**src/rtl/priority_arbiter.sv**
```systemverilog
// priority_arbiter: request/grant arbiter driving the one-hot select of the
// priority decision-tree muxes. Grants are registered, held until release or
// hold-timeout, and always followed by a one-cycle turnaround gap.
// Optional feature: define PRIORITY_ARBITER_ROUND_ROBIN_EN to rotate priority
// starting after the last grantee; otherwise fixed priority, index 0 highest.
module priority_arbiter #(
  parameter int unsigned N_REQ    = 4,
  parameter int unsigned MAX_HOLD = 15
) (
  input  logic                       i_clk,
  input  logic                       i_rst,
  input  logic [N_REQ-1:0]           i_req,
  input  logic [N_REQ-1:0]           i_done,
  output logic [N_REQ-1:0]           o_gnt,
  output logic                       o_gntValid,
  output logic [$clog2(N_REQ)-1:0]   o_gntIdx,
  output logic                       o_preempt
);

  localparam int unsigned IdxW = $clog2(N_REQ);
  localparam int unsigned CntW = (MAX_HOLD == 0) ? 1 : $clog2(MAX_HOLD + 1);
  localparam logic [CntW-1:0] MaxHoldC = CntW'(MAX_HOLD);
  localparam logic [IdxW-1:0] LastIdx  = IdxW'(N_REQ - 1);

  typedef enum logic [1:0] {StIdle, StGrant, StRelease} state_e;

  state_e            state_q;
  logic [CntW-1:0]   cnt_q;
  logic [IdxW-1:0]   win_idx;
  logic [N_REQ-1:0]  win_onehot;
  logic              any_req;
  logic              grantee_release;

`ifdef PRIORITY_ARBITER_ROUND_ROBIN_EN
  logic [IdxW-1:0]   ptr_q;
`endif

  // Winner selection; later loop iterations override earlier ones, so the
  // last match written is the highest-priority requester.
  always_comb begin
    win_idx = '0;
`ifdef PRIORITY_ARBITER_ROUND_ROBIN_EN
    for (int off = int'(N_REQ); off >= 1; off--) begin
      if (i_req[(int'(ptr_q) + off) % int'(N_REQ)]) begin
        win_idx = IdxW'((int'(ptr_q) + off) % int'(N_REQ));
      end
    end
`else
    for (int i = int'(N_REQ) - 1; i >= 0; i--) begin
      if (i_req[i]) begin
        win_idx = IdxW'(i);
      end
    end
`endif
    win_onehot = {{(N_REQ-1){1'b0}}, 1'b1} << win_idx;
    any_req    = |i_req;
  end

  // Only the current grantee's request and done bits matter while granted.
  always_comb begin
    grantee_release = ~i_req[o_gntIdx] | i_done[o_gntIdx];
  end

  // Arbitration FSM with registered grant outputs.
  always_ff @(posedge i_clk) begin
    if (i_rst) begin
      state_q    <= StIdle;
      cnt_q      <= '0;
      o_gnt      <= '0;
      o_gntValid <= 1'b0;
      o_gntIdx   <= '0;
      o_preempt  <= 1'b0;
`ifdef PRIORITY_ARBITER_ROUND_ROBIN_EN
      ptr_q      <= LastIdx;
`endif
    end else begin
      o_preempt <= 1'b0;
      unique case (state_q)
        StIdle, StRelease: begin
          if (any_req) begin
            state_q    <= StGrant;
            cnt_q      <= CntW'(1);
            o_gnt      <= win_onehot;
            o_gntValid <= 1'b1;
            o_gntIdx   <= win_idx;
`ifdef PRIORITY_ARBITER_ROUND_ROBIN_EN
            ptr_q      <= win_idx;
`endif
          end else begin
            state_q <= StIdle;
          end
        end
        StGrant: begin
          if (grantee_release) begin
            // Voluntary release wins over a coincident timeout: no preempt.
            state_q    <= StRelease;
            cnt_q      <= '0;
            o_gnt      <= '0;
            o_gntValid <= 1'b0;
            o_gntIdx   <= '0;
          end else if ((MAX_HOLD != 0) && (cnt_q == MaxHoldC)) begin
            state_q    <= StRelease;
            cnt_q      <= '0;
            o_gnt      <= '0;
            o_gntValid <= 1'b0;
            o_gntIdx   <= '0;
            o_preempt  <= 1'b1;
          end else if (MAX_HOLD != 0) begin
            // Counter stops at MAX_HOLD via the timeout above, so no wrap.
            cnt_q <= cnt_q + CntW'(1);
          end
        end
        default: begin
          state_q    <= StIdle;
          cnt_q      <= '0;
          o_gnt      <= '0;
          o_gntValid <= 1'b0;
          o_gntIdx   <= '0;
        end
      endcase
    end
  end

`ifndef PRIORITY_ARBITER_ROUND_ROBIN_EN
  // Reset pointer value only matters for rotating priority.
  logic unused_last_idx;
  assign unused_last_idx = ^LastIdx;
`endif

endmodule

```
**config.mk**
```make
export PLATFORM = sky130hd
export DESIGN_NAME = priority_arbiter
export DESIGN_NICKNAME = d
export VERILOG_FILES = /design/src/rtl/priority_arbiter.sv
export SDC_FILE = /design/constraint.sdc
export NUM_CORES = 1
export LEC_CHECK = 0
export ABC_AREA = 0
export CORE_MARGIN = 2
export CORE_UTILIZATION = 46
export CTS_CLUSTER_SIZE = 40
export DETAILED_ROUTE_END_ITERATION = 10
export PLACE_DENSITY = 0.73
export SLEW_MARGIN = 5
export SYNTH_ARGS = -nofsm -noshare
export SYNTH_HDL_FRONTEND = slang
export SYNTH_SLANG_ARGS = --single-unit
```
**constraint.sdc**
```tcl
create_clock -name i_clk -period 1.7 [get_ports i_clk]
set_input_delay 0.255 -clock i_clk [delete_from_list [all_inputs] [get_ports i_clk]]
set_output_delay 0.255 -clock i_clk [all_outputs]
set_load 0.01 [all_outputs]
```
==> reports/metrics.cfg <==
[cells_and_area]
nets=119
final_cell_mix=clkdlybuf4s50_1 (17), dfxtp_1 (14), buf_4 (10)
syn2layout_area_growth_pct=41.5
multi_input_comb_area_um2=373
num-fill-cells=118
final_common_cell=clkdlybuf4s50_1
drive_above_1_share_pct=17.8
antenna_cells=0
layout.area.seq_um2=280
finalInstanceArea_um2=972
instances_no_fill=122

[placement]
placed_cell_area_um2=936
gp_congestion=0.808
dp_hpwl_um=1200
place_inst=118
port_buffers=17
place_ws_ns=-0.173

[yosys]
syn_area_um2=687
synth_fp_nets=90
synth.largest_area_cell=dfxtp_1
synth-seq-cells=14
synth_area_leaders=dfxtp_1 (41%), a21oi_1 (5.8%), nor2b_1 (5.5%), a211oi_1 (3.3%), mux4_2 (3.3%)
yosys_warnings=0
synthCells=79
avgSynthCellArea_um2=8.70
ys_seq_area_share_pct=40.8
yosysTopAreaCellShare_pct=40.8
synth_cell_types=31

[timing]
maxSlewHeadroom_pct=76.9
fin_crit_sh_pct=91.4
rsz0062_at_grt=no
hold_viol=0
finalSetupViolations=0
maxSlewViolCount=0
tightest_slew_ns=0.343
period_needed_ns=1.55
max_freq_mhz=643
fin_ws_ns=0.145
fin_worst_skew_ns=0.00425

[global_routing]
grt_usage_pct=18.3
grt_start_max_net_pins=16
grt_pass1_wl_um=2590
antenna_found_initial=0
overflow=0
grt_pass1_vias=589

[critical_path]
end_kind=flip-flop
cp.required_ns=1.86
cp-start-kind=primary input
reg2reg_slack_ns=0.21
path_cells=clkdlybuf4s50_1 > nor2b_2 > mux4_2 > a21oi_2 > o21ai_0
path_buf_inv=1
critPathArrivalTime_ns=1.71
timing.rr.end=o_gntIdx[1]
regToRegStartpoint=cnt_q[1]
crit_slowest_cell=mux4_2
cpLargestDelayFamily=multiplexers
worstSetupStartpoint=i_req[3]
crit_fanout=8
crit_type=primary input to flip-flop
worstRegToRegCells=5
max_stage_delay_ns=0.57

[die]
die_w_um=42.6
core_area_um2=1350
num_rows=13
pin_count=18
start_util_pct=50.9
die_height_um=42.6
die_area_um2=1820

[power]
power.density_nw_per_um2=744
power_w=0.000724
power_leakage_nw=0.365
vdd_drop_max_mv=0.583

[clock_network]
clkTransAtPathRegs_ns=0.09
numCtsBuffers=3
hold_buffers=0
cts_sinks=14
cts_tree=done
ctsLongestPathBuffers=2
cts_resized=0
cts_setup_buffers=0
cts.htree.levels=1
clock_latency_ns=0.28
cts_root_buf=clkbuf_4

[routing]
drt-total-wl_um=1560
wl_per_cell_um=12.8
dr.pass1.iters=4
drt_iter0_drc=21
vias_per_cell=5.52
vias=673
drcViolationCount=0
ant_nets=0

[worst_hold_path]
hold_depth=2
worstHoldEndpoint=o_gnt[2]
min_from=o_gnt[2]
hp-class=flip-flop to flip-flop

[job]
max_cap_violations=0

[status]
status=completed

[cell usage after synthesis]
master / count
clkbuf_1: 2
a2111oi_2: 1
a32oi_1: 1
a21oi_1: 8
and2_1: 2
a21oi_2: 1
inv_1: 5
buf_4: 1
nor2b_1: 6
o32ai_1: 1
nand4_1: 1
nand2_1: 4
o31ai_1: 1
dfxtp_1: 14
mux4_2: 1
a211oi_2: 1
nand2b_1: 3
o21ai_0: 4
a211oi_1: 3
nand3b_1: 1
a21o_1: 1
a221oi_1: 1
o21ai_1: 1
nor2b_2: 1
o2111ai_1: 1
nand3_1: 2
nor3_1: 1
o211ai_1: 1
nor4_1: 2
nor2_1: 6
ha_1: 1
[worst max-delay path by stage]
stage / to / slack (ns) / cells past startpoint
2_1_floorplan: state_q[1] / 0.31 / 2
3_3_place_gp: o_gntIdx[1] / -0.16 / 5
3_5_place_dp: o_gntIdx[1] / -0.17 / 5
4_1_cts: o_gntIdx[1] / 0.13 / 5
5_1_grt: cnt_q[2] / 0.02 / 7
6_report: o_gntIdx[1] / 0.15 / 5
[flip-flops by register name, indices dropped and copies added, names as in the netlist]
register and flops:
cnt_q 4, o_gnt 4, o_gntIdx 2, state_q 2
o_gntValid 1, o_preempt 1
[power by group]
part | switching [W] | total (W) | internal (W) | leakage (nW)
Sequential | 0.0000136 | 0.000355 | 0.000341 | 0.114
Combinational | 0.0000580 | 0.000127 | 0.0000695 | 0.229
Clock | 0.000111 | 0.000241 | 0.000130 | 0.0210
[area by class of cell]
type / count / area share, %
flip-flops and latches: 14 / 28.8
clock buffers: 4 / 3.73
multi-input cells: 57 / 38.4
repair buffers: 27 / 25.2
well taps: 15 / 1.93
inverters: 5 / 1.93
[tightest hold or removal path, delay by kind of cell (launching register included)]
kind	cells	cell delay, ns
DFF	1	0.32
AOI/OAI and AO/OA	1	0.07
buffers and inverters	1	0.04
[kinds of logic (layout without fill, tap and decap cells)]
| logic type | after synthesis | count (layout) | synth area share [%] |
|---|---|---|---|
| simple gates | 29 | 29 | 22.8 |
| mux | 1 | 1 | 3.28 |
| buf+inv | 8 | 36 | 4.92 |
| compound gates | 26 | 26 | 26.4 |
| flops | 14 | 14 | 40.8 |
| fa+ha+maj | 1 | 1 | 1.82 |
[metal layers]
| metal | up-vias | wire length (um) | track usage (%) |
|---|---|---|---|
| met4 | 0 | 8 | 1.88 |
| met3 | 2 | 95 | 3.88 |
| met5 | - | 0 | 0 |
| li1 | 344 | - | - |
| met1 | 307 | 751 | 27.4 |
| met2 | 20 | 704 | 27.6 |
[metrics by stage]
stage / setup TNS, ns / hold WS, ns / util (%)
floorplan: 0 / 0.324 / -
global placement: -1.25 / 0.467 / 69.3
detailed placement: -1.46 / 0.468 / 69.3
CTS: 0 / 0.484 / 72.0
global route: 0 / 0.506 / 72.0
finish: 0 / 0.478 / 72.0
Note: power is estimated with default switching activity, not from simulation.
